File: config.mk
export PLATFORM = sky130hd
export DESIGN_NAME = multicycle_control
export DESIGN_NICKNAME = d
export VERILOG_FILES = /design/src/rtl/multicycle_control.sv
export SDC_FILE = /design/constraint.sdc
export NUM_CORES = 1
export LEC_CHECK = 0
export CAP_MARGIN = 15
export CORE_MARGIN = 2
export CORE_UTILIZATION = 33
export CTS_BUF_LIST = sky130_fd_sc_hd__clkbuf_2
export CTS_CLUSTER_SIZE = 16
export DETAILED_ROUTE_END_ITERATION = 8
export PLACE_DENSITY_LB_ADDON = 0.2
export SLEW_MARGIN = 20
export SYNTH_ARGS = -nofsm -noshare
export SYNTH_HDL_FRONTEND = slang
export SYNTH_SLANG_ARGS = --single-unit
File: constraint.sdc
create_clock -name i_clk -period 5.39 [get_ports i_clk]
set_input_delay 0.8085 -clock i_clk [delete_from_list [all_inputs] [get_ports i_clk]]
set_output_delay 0.8085 -clock i_clk [all_outputs]
set_load 0.03 [all_outputs]
File: src/rtl/multicycle_control.sv
// Main control FSM for the multicycle datapath: fetch/decode/execute/memory/writeback
// sequencing, memory handshake with timeout, illegal-opcode trap and retired counter.
module multicycle_control #(
  parameter int MEM_TIMEOUT = 16,
  parameter int CNT_W       = 16
) (
  input  logic             i_clk,
  input  logic             i_reset,
  input  logic [31:0]      i_instr,
  input  logic             i_zero,
  input  logic             i_mem_ready,
  output logic             o_mem_read,
  output logic             o_mem_write,
  output logic             o_iord,
  output logic             o_ir_write,
  output logic             o_pc_write,
  output logic [1:0]       o_pc_src,
  output logic             o_alu_src_b,
  output logic [1:0]       o_alu_type,
  output logic [4:0]       o_alu_func,
  output logic             o_reg_write,
  output logic             o_mem_to_reg,
  output logic [3:0]       o_state,
  output logic             o_trap,
  output logic [1:0]       o_trap_cause,
  output logic [CNT_W-1:0] o_retired
);

  typedef enum logic [3:0] {
    S_FETCH    = 4'd0,
    S_DECODE   = 4'd1,
    S_EXEC_R   = 4'd2,
    S_EXEC_I   = 4'd3,
    S_EXEC_S   = 4'd4,
    S_MEM_ADDR = 4'd5,
    S_MEM_RD   = 4'd6,
    S_MEM_WR   = 4'd7,
    S_WB_ALU   = 4'd8,
    S_WB_MEM   = 4'd9,
    S_BRANCH   = 4'd10,
    S_JUMP     = 4'd11,
    S_TRAP     = 4'd12
  } state_t;

  localparam int TO_W = $clog2(MEM_TIMEOUT + 1);

  state_t           r_state;
  state_t           w_next;
  logic [TO_W-1:0]  r_wait_cnt;
  logic [CNT_W-1:0] r_retired;
  logic             r_trap;
  logic [1:0]       r_trap_cause;

  logic [1:0] w_type;
  logic [4:0] w_func;
  logic       w_mem_state;
  logic       w_timeout;
  logic       w_retire;
  logic [1:0] w_cause;

  assign w_type      = i_instr[31:30];
  assign w_func      = i_instr[29:25];
  assign w_mem_state = (r_state == S_FETCH) || (r_state == S_MEM_RD) || (r_state == S_MEM_WR);
  // Trap on the wait cycle that would bring the count to MEM_TIMEOUT; a late mem_ready still wins.
  assign w_timeout   = w_mem_state && !i_mem_ready && (r_wait_cnt == TO_W'(MEM_TIMEOUT - 1));
  assign w_cause     = (r_state == S_DECODE) ? 2'b01 : 2'b10;

  always_comb begin
    w_next   = r_state;
    w_retire = 1'b0;
    case (r_state)
      S_FETCH:  if (i_mem_ready) w_next = S_DECODE;
      S_DECODE: begin
        w_next = S_TRAP;
        case (w_type)
          2'b00: if (w_func <= 5'd3) w_next = S_EXEC_R;
          2'b01: if (w_func == 5'd0) w_next = S_JUMP;
          2'b10: begin
            if (w_func <= 5'd1)      w_next = S_EXEC_I;
            else if (w_func <= 5'd3) w_next = S_MEM_ADDR;
            else if (w_func == 5'd4) w_next = S_BRANCH;
          end
          default: if (w_func <= 5'd3) w_next = S_EXEC_S;
        endcase
      end
      S_EXEC_R: begin
        if (w_func == 5'd3) begin
          w_next   = S_FETCH;
          w_retire = 1'b1;
        end else begin
          w_next = S_WB_ALU;
        end
      end
      S_EXEC_I, S_EXEC_S: w_next = S_WB_ALU;
      S_MEM_ADDR: w_next = (w_func == 5'd3) ? S_MEM_WR : S_MEM_RD;
      S_MEM_RD: if (i_mem_ready) w_next = S_WB_MEM;
      S_MEM_WR: begin
        if (i_mem_ready) begin
          w_next   = S_FETCH;
          w_retire = 1'b1;
        end
      end
      S_WB_ALU, S_WB_MEM, S_BRANCH, S_JUMP: begin
        w_next   = S_FETCH;
        w_retire = 1'b1;
      end
      default: w_next = S_TRAP;
    endcase
    if (w_timeout) w_next = S_TRAP;
  end

  always_ff @(posedge i_clk or posedge i_reset) begin
    if (i_reset) begin
      r_state      <= S_FETCH;
      r_wait_cnt   <= '0;
      r_retired    <= '0;
      r_trap       <= 1'b0;
      r_trap_cause <= 2'b00;
    end else begin
      r_state <= w_next;
      if (w_next != r_state)
        r_wait_cnt <= '0;
      else if (w_mem_state && !i_mem_ready)
        r_wait_cnt <= r_wait_cnt + 1'b1;
      if (w_retire && (r_retired != '1))
        r_retired <= r_retired + 1'b1;
      if ((w_next == S_TRAP) && (r_state != S_TRAP)) begin
        r_trap       <= 1'b1;
        r_trap_cause <= w_cause;
      end
    end
  end

  always_comb begin
    o_mem_read   = 1'b0;
    o_mem_write  = 1'b0;
    o_iord       = 1'b0;
    o_ir_write   = 1'b0;
    o_pc_write   = 1'b0;
    o_pc_src     = 2'b00;
    o_alu_src_b  = 1'b0;
    o_alu_type   = 2'b00;
    o_alu_func   = 5'b00001;
    o_reg_write  = 1'b0;
    o_mem_to_reg = 1'b0;
    case (r_state)
      S_FETCH: begin
        o_mem_read = 1'b1;
        o_ir_write = i_mem_ready && !i_reset;
        o_pc_write = i_mem_ready && !i_reset;
      end
      S_EXEC_R: o_alu_func = w_func;
      S_EXEC_I, S_MEM_ADDR: begin
        o_alu_type  = 2'b10;
        o_alu_func  = w_func;
        o_alu_src_b = 1'b1;
      end
      S_EXEC_S: begin
        o_alu_type  = 2'b11;
        o_alu_func  = w_func;
        o_alu_src_b = (w_func < 5'd2);
      end
      S_MEM_RD: begin
        o_mem_read = 1'b1;
        o_iord     = 1'b1;
      end
      S_MEM_WR: begin
        o_mem_write = 1'b1;
        o_iord      = 1'b1;
      end
      S_WB_ALU: o_reg_write = 1'b1;
      S_WB_MEM: begin
        o_reg_write  = 1'b1;
        o_mem_to_reg = 1'b1;
      end
      S_BRANCH: begin
        o_alu_func = 5'b00010;
        o_pc_write = i_zero;
        o_pc_src   = 2'b01;
      end
      S_JUMP: begin
        o_pc_write = 1'b1;
        o_pc_src   = 2'b10;
      end
      default: ;
    endcase
  end

  assign o_state      = r_state;
  assign o_trap       = r_trap;
  assign o_trap_cause = r_trap_cause;
  assign o_retired    = r_retired;

endmodule

### Yosys cells after proc, flatten, opt, wreduce, memory -nomap -nowiden

Cells that the tools add are included.
Widths: inputs -> output; s select.

| cells by class | value |
|---|---|
| magnitude comparators | 3 |
| reduce and logical (&&, ||, !) cells | 20 |
| bitwise operators | 0 |
| divide/modulo/power cells | 0 |
| add/sub/neg operators | 2 |
| mux-type cells | 31 |
| multipliers | 0 |
| shifts and indexed selects | 0 |
| equal/unequal tests | 20 |

Operators by type and width:

| kind | count |
|---|---|
| $mux 4 | 9 |
| $pmux 4 s8 | 1 |
| $eq 4x4->1 const B | 5 |
| $add 16x1->16 const B | 1 |
| $eq 4x3->1 const B | 4 |
| $ne 16x16->1 const B | 1 |
| $pmux 4 s3 | 1 |
| $mux 5 | 2 |
| $pmux 5 s2 | 1 |
| $reduce_or 2->1 | 5 |
| $mux 1 | 9 |
| $eq 4x2->1 const B | 2 |
| $pmux 2 s2 | 2 |
| $reduce_or 4->1 | 2 |
| $mux 3 | 2 |
| $pmux 1 s3 | 2 |
| $add 5x1->5 const B | 1 |
| $eq 5x2->1 const B | 1 |
| $eq 5x3->1 const B | 1 |
| $eq 5x4->1 const B | 1 |
| $le 5x1->1 const B | 1 |
| $le 5x2->1 const B | 1 |
| $logic_and 1x1->1 | 5 |
| $logic_not 5->1 | 1 |
| other kinds (13) | 15 |

| storage, ports and cells | value |
|---|---|
| bits in registers | 28 |
| bits in latches | 0 |
| memory bits (read-only) | 0 |
| memories | 0 |
| input port bits | 36 |
| memory bits (writable) | 0 |

### Depth between registers and ports, before layout

Gate-level depths: netlist of the first run.

| logic depth | value |
|---|---|
| depth after elaboration | 9 |
| gate-level depth with buffers | 8 |

### Worst setup path after synthesis of the first run

No wires, ideal clock.

| timing | value |
|---|---|
| kind | input-to-output |
| from | input port i_reset |
| to | output port o_pc_write |
| stages | 3 |
| path buffers | 0 |
| data required time | 4582 ps |
| slack | 2311 ps |
| data arrival time | 2271 ps |
| cells stage by stage | inv_1 > and4_1 > o21bai_1 |

| between the ends | value |
|---|---|
| cells in the longest elaborated chain, start to end | 3 |

Ends and longest elaborated chain:

| element | RTL line | RTL |
|---|---|---|
| start, declared | 8 | `input logic i_reset,` |
| $logic_not 1->1 | 150 | `o_pc_write = i_mem_ready && !i_reset;` |
| $logic_and 1x1->1 | 150 |  |
| $pmux 1 s3 | 146 | `case (r_state)` |
| end, declared | 16 | `output logic o_pc_write,` |

Every way passes these cells.

### Worst setup path after layout of the first run

| timing | value |
|---|---|
| from | input port i_instr[28] |
| to | output port o_alu_src_b |

| between the ends | value |
|---|---|
| cells in the longest elaborated chain, start to end | 2 |

Ends and longest elaborated chain:

| element | RTL line | RTL |
|---|---|---|
| start, declared | 9 | `input logic [31:0] i_instr,` |
| $lt 5x2->1 | 161 | `o_alu_src_b = (w_func < 5'd2);` |
| $pmux 1 s2 | 146 |  |
| end, declared | 18 | `output logic o_alu_src_b,` |

Every way passes these cells.

==> impl_results.md, run 1 <==
* Initial DRT Pass Iterations at 5
* DRC viols at 0
* FMAX at 278.1 MHz
* DR vias at 1617
* Setup Skew at 0.001063 ns
* Tot GR Track Use at 0.1362
* Main synth FF type: dfrtp_1
* Worst-skew pair later-pin latency at 0.36 ns
* Wirelength, routed at 4.161 mm
* Mapped cell area at 1881 µm²
* Pre-CTS setup slack at 1.790 ns
* Slew headroom at 0.4049
* Global-route wire length before repair at 7.065 mm
* Layout Nets at 289
* RSZ-0062 raised after global routing: false
* Synth top area cells: dfrtp_1, xnor2_1, nor3_1
* Multi-input logic area at 1087 µm²
* Vias per inst at 5.037
* Slew Viols, Final at 0
* WL/cell at 12.96 µm
* CORE AREA at 5507 µm²
* Worst Slack Setup Final at 1.794 ns
* Setup crit start kind: input pin
* Number of synthesized flops with an enable pin at 0
* Synthesis Warnings at 0
* Sequential share of the synthesized area at 0.3726
* Pin count of the biggest net entering global routing at 30
* Hold Vio Cnt, Final at 0
* Root buffer cell: clkbuf_2
* Die area at 6319 µm²
* Post-DP HPWL at 3.020 mm
* Syn_nets at 243
* Critical path fanouts, max at 6
* Register area at 700.7 µm²
* PortBufs at 50
* Largest area contributor in the netlist: dfrtp_1
* Status: finished clean
* Post-synth ARST share at 1.000
* Crit Path Category: in -> out
* #FFs+latches synth at 28
* Initial Util at 0.3415
* Worst slew pin tran at 0.8926 ns
* Number of distinct library cells after synthesis at 56
* Boundary pin count at 76
* CP required at 4.58 ns
* Initial DRC count at 109
* Grt total ovfl at 0
* Die W at 79.49 µm
* Power density over the cells at 421.4 nW/µm²
* Final Cycle Share at 0.6672
* Commonest cells post-synth: dfrtp_1, nand2_1, xnor2_1
* Max VDD drop at 0.1995 mV
* CTS Sinks at 28
* Height of the die at 79.49 µm
* Cells after synthesis at 204
* Setup TNS at 0 ns
* Final setup vio count at 0
* Syn_area_per_cell at 9.218 µm²
* WP data arrival at 2.79 ns
* Cell with the most instances after synthesis: dfrtp_1
* Setup crit end kind: output port
* Post-cts resize count at 0
* Leak pwr at 1.009 nW
* Global placement routability congestion at 0.7436
* CTS Buffer Depth at 2
* Post-route ant nets at 0
* CTS Hold Bufs at 0
* H-tree Lvls at 1
* Area grow syn2layout at 30.87%
* Post-synth top area share at 0.3726
* Share of cells above drive strength 1 at 0.08032
* Worst reg2reg setup slack at 2.78 ns
* Initial antenna violation count at 0
* Post-layout min period at 3.596 ns
* Fill count at 551
* Worst hold path type: reg -> reg
* Clock-pin slew on the worst setup and hold paths at 0.26 ns
* Number of global-route vias before repair at 1497
* N_diodes at 0
* Max-cap violation count at 0
* Cts bufs inserted at 3
* CTS tree: built
* Post-CTS setup repair buffer count at 0
* Number of core rows at 27
## critical path, cell delays in order
cell and delay (ns):
clkdlybuf4s50_1 0.50, or3_4 0.44, nor3_1 0.18, a21oi_1 0.06, nor2_1 0.12, clkdlybuf4s50_1 0.68
## worst paths after layout
check / startpoint / endpoint / depth (start not counted)
setup / recovery: i_instr[28] / o_alu_src_b / 6
max in group asynchronous: i_reset / o_trap$_DFFE_PP0P_ / 3
hold reg to reg: o_trap$_DFFE_PP0P_ / o_trap$_DFFE_PP0P_ / 1
min in group asynchronous: i_reset / o_trap_cause[1]$_DFFE_PP0P_ / 3
hold / removal: o_trap$_DFFE_PP0P_ / o_trap$_DFFE_PP0P_ / 1
setup reg to reg: o_state[2]$_DFF_PP0_ / o_retired[8]$_DFFE_PP0P_ / 6
## registers in the layout, summed over array words and instances, names as in the netlist
register	flops
o_trap_cause	2
o_retired	16
o_state	4
o_trap	1
r_wait_cnt	5
## power breakdown
part	switching, mW	total [mW]	internal, mW
registers	0.0972	0.346	0.249
clock network	0.0627	0.126	0.0638
logic	0.314	0.565	0.250
total	0.474	1.04	0.563
## layout by cell type, fill, tap and decap left out, types with 2 or more instances in the layout
| master | netlist | final |
|---|---|---|
| a21oi_1 | 9 | 9 |
| clkdlybuf4s50_1 | 0 | 50 |
| ha_1 | 3 | 3 |
| dfrtp_1 | 28 | 28 |
| nor3_1 | 12 | 12 |
| xor2_1 | 3 | 3 |
| and2_1 | 6 | 6 |
| and4_1 | 2 | 2 |
| nor4_1 | 2 | 2 |
| nand4_1 | 5 | 5 |
| and3_1 | 8 | 8 |
| a31oi_1 | 2 | 2 |
| clkbuf_2 | 1 | 3 |
| nand3_1 | 8 | 8 |
| nor2b_1 | 6 | 6 |
| nor3b_1 | 2 | 2 |
| nor2_1 | 15 | 15 |
| o21bai_1 | 2 | 2 |
| xnor2_1 | 16 | 16 |
| nand2b_1 | 4 | 4 |
| o211ai_2 | 2 | 2 |
| nand2_1 | 16 | 16 |
| mux2_2 | 3 | 3 |
| mux2i_1 | 3 | 3 |
| o21ai_0 | 2 | 2 |
| inv_1 | 8 | 8 |
## logic make-up (layout without fill, tap and decap cells)
logic type | count (synthesis) | count (layout) | share of synthesized area
and+or+nand+nor | 97 | 97 | 0.2948
AOI/OAI and AO/OA | 33 | 33 | 0.1411
DFF | 28 | 28 | 0.3726
xor gates and xnor gates | 19 | 19 | 0.08849
buffers and inverters | 18 | 63 | 0.04924
muxes | 6 | 6 | 0.03393
adders and majority gates | 3 | 3 | 0.01996
## metrics by stage
step                      std cells  cell area (µm²)  power [mW]  utilization  hold slack [ns]
after CTS                       321             2461       1.050       0.4469           0.5129
after global routing            321             2461       1.113       0.4469           0.5350
after floorplan                 204             1881      0.7371            -           0.5168
final                           321             2461       1.037       0.4469           0.5061
after detailed placement        317             2416      0.9209       0.4388           0.4577
after global placement          317             2416      0.9203       0.4388           0.4505
## cell type report
| type | count | area share |
|---|---|---|
| Sequential cell | 28 | 0.2847 |
| Multi-Input combinational cell | 158 | 0.4418 |
| Timing Repair Buffer | 51 | 0.2064 |
| Clock inverter | 1 | 0.01220 |
| Tap cell | 72 | 0.03660 |
| Inverter | 8 | 0.01220 |
| Clock buffer | 3 | 0.006101 |
## per-layer routing
metal,part of all wire,wire length [µm],vias to the layer above,GRT usage
met2,0.45,1877,36,0.2067
li1,-,-,822,-
met5,0,0,-,0
met3,0.039,162,2,0.02262
met1,0.51,2105,757,0.1993
met4,0.0036,15,0,0.03621
(Power assumes the default switching activity.)
==> run 2: changes to the inputs <==
==> constraint.sdc (replaced) <==
create_clock -name i_clk -period 3.3 [get_ports i_clk]
set_input_delay 0.495 -clock i_clk [delete_from_list [all_inputs] [get_ports i_clk]]
set_output_delay 0.495 -clock i_clk [all_outputs]
set_load 0.03 [all_outputs]
==> run 2 against run 1 <==
Sequential share of layout area decreased by 0.23 points. Global-route usage up 0.70 points. Flip-flop and latch count unchanged. Cell count increased by 0.93%. Register-to-register slack got worse by 2.0 ns. Via count shrank 0.19%. Worst setup slack got worse by 1.5 ns. Clock power up 64%. Clock-buffer cell count stayed put. Sequential power up 57%. Non-clock buffer count is 3 higher. Power rose by 66%. Largest cell class unchanged. Highest routed layer unchanged.
==> impl_results.md, run 2 (synthesized netlist as in run 1, its figures left out) <==
* CTS tree: built
* Max reg flops at 16 (unchanged)
* Wirelength, routed at 4.266 mm (+2.5%)
* Post-layout min period at 2.999 ns
* Vias per inst at 4.981 (-1.1%)
* Pin count of the biggest net entering global routing at 29 (-3.3%)
* M1 GR Usage at 0.2052 (+0.005944)
* Slew Viols, Final at 0 (unchanged)
* Global placement routability congestion at 0.7856 (+5.6%)
* Die area at 6319 µm² (unchanged)
* Worst slew pin tran at 0.7645 ns (-0.1281 ns)
* Initial antenna violation count at 0 (unchanged)
* Height of the die at 79.49 µm (unchanged)
* N_diodes at 0 (unchanged)
* Boundary pin count at 76 (unchanged)
* Placed cell areas at 2436 µm² (+0.83%)
* Final setup vio count at 0 (unchanged)
* Root buffer cell: clkbuf_2
* Post-DP HPWL at 3.162 mm (+4.7%)
* Grt total ovfl at 0 (unchanged)
* Die W at 79.49 µm (unchanged)
* Fin area at 2481 µm² (+0.81%)
* CORE AREA at 5507 µm² (unchanged)
* Post-route ant nets at 0 (unchanged)
* H-tree Lvls at 1 (unchanged)
* Setup Skew at 0.004822 ns (+0.003759 ns)
* Clock network fraction of total power at 0.121 (about the same)
* PortBufs at 50 (unchanged)
* Max-cap violation count at 0 (unchanged)
* Pint at 933.5 µW (+66%)
* Setup TNS at 0 ns (unchanged)
* Status: finished clean
* Gate power share at 0.563 (+0.019)
* Initial DRC count at 110 (+0.92%)
* Net Sw Frac at 0.4563 (-0.001047)
* WP data arrival at 2.50 ns (-0.29 ns)
* Initial DRT Pass Iterations at 4 (-1)
* RSZ-0062 raised after global routing: false
* Number of core rows at 27 (unchanged)
* DRC viols at 0 (unchanged)
* Layout Nets at 292 (+1.0%)
* Crit Path Category: reg -> out
* Design Power at 1.717 mW (+66%)
* CTS Hold Bufs at 0 (unchanged)
* Reg power frac at 0.316 (-0.018)
* Global-route wire length before repair at 7.452 mm (+5.5%)
* CTS Buffer Depth at 2 (unchanged)
* FMAX at 333.4 MHz
* Leak pwr at 1.027 nW (+1.7%)
* Worst hold path type: in -> async
* Tot GR Track Use at 0.1432 (+0.007008)
* Switching pwr at 783.5 µW (+65%)
* CP required at 2.80 ns (-1.78 ns)
* Setup crit start kind: flip-flop
* Number of global-route vias before repair at 1581 (+5.6%)
* CTS Sinks at 28 (unchanged)
* Hold Vio Cnt, Final at 0 (unchanged)
* Setup crit end kind: output port
* Critical path fanouts, max at 20 (+14)
* Power density over the cells at 692.0 nW/µm² (+64%)
* Area grow syn2layout at 31.94%
* Most frequent cells in the layout: clkdlybuf4s50_1, dfrtp_1, nand2_1, xnor2_1, nor2_1
* Cts bufs inserted at 3 (unchanged)
* Clock-pin slew on the worst setup and hold paths at 0.26 ns (about the same)
* WL/cell at 13.17 µm (+1.6%)
* Post-CTS setup repair buffer count at 0 (unchanged)
* Final hold slack at 0.4970 ns (-0.009062 ns)
* Final Core Density at 0.4506 (+0.003635)
* Met2 Usage GRT at 0.2286 (+0.02185)
* Post-cts resize count at 0 (unchanged)
* Final Cycle Share at 0.9088
* GR Util met3 at 0.02036 (-0.002262)
* Max VDD drop at 0.3231 mV (+62%)
* Share of cells above drive strength 1 at 0.09524 (+0.01492)
* DR vias at 1614 (-0.19%)
* Worst-skew pair later-pin latency at 0.36 ns (about the same)
* Slew headroom at 0.4903 (+0.08538)
* Commonest non-fill, non-tap cell in the layout: clkdlybuf4s50_1
* Initial Util at 0.3415 (unchanged)
* Most Crowded Layer GR: met2
==> run 2: changes by cell type in the layout (fill, tap and decap cells not counted) <==
cell,delta
buf_4,+4
clkdlybuf4s50_1,-1
==> run 2: path summary, 6_finish.rpt <==
kind,start,endpoint,slack (ns),cells after the start
max in group asynchronous,i_reset,o_retired[13]$_DFFE_PP0P_,2.54,3
min in group i_clk,o_trap$_DFFE_PP0P_,o_trap$_DFFE_PP0P_,0.51,1
min,i_reset,r_wait_cnt[4]$_DFFE_PP0P_,0.50,3
min reg2reg,o_trap$_DFFE_PP0P_,o_trap$_DFFE_PP0P_,0.51,1
max,o_state[1]$_DFF_PP0_,o_alu_type[1],0.30,4
max reg2reg,o_state[0]$_DFF_PP0_,o_trap_cause[0]$_DFFE_PP0P_,0.78,6
==> run 2: through the flow <==
stage | worst slack, ns | std cells
6_report | 0.3010 | 324
5_1_grt | 0.05033 | 324
4_1_cts | 0.2840 | 324
3_5_place_dp | 0.3319 | 320
3_3_place_gp | 0.3241 | 320
2_1_floorplan | 0.6954 | 204
==> run 2: power groups by stage <==
stage | Sequential [mW] | Clock (mW) | Combinational [mW]
6_report | 0.543 | 0.207 | 0.967
5_1_grt | 0.567 | 0.231 | 1.06
4_1_cts | 0.544 | 0.215 | 0.977
3_5_place_dp | 0.550 | 0 | 0.975
3_3_place_gp | 0.550 | 0 | 0.971
2_1_floorplan | 0.605 | 0 | 0.599
==> run 2: critical path, stage by stage, from the launching register on <==
cell,delay [ns]
dfrtp_1,0.83
nor2b_1,0.38
nand2_1,0.09
a21oi_1,0.16
clkdlybuf4s50_1,0.69
==> run 2: layout make-up <==
cell class | count | area (µm²)
clock buffer | 3 | 15.01
clock inverter | 1 | 30.03
fill | 555 | 3025
inverter | 8 | 30.03
multi-input combinational | 158 | 1087
sequential | 28 | 700.7
tap | 72 | 90.09
timing repair buffer | 54 | 528.0
==> run 2: routing by layer <==
layer,vias to the layer above,part of all wire
li1,824,-
met5,-,0
met1,756,0.50
met4,0,0.0063
met3,4,0.037
met2,30,0.46
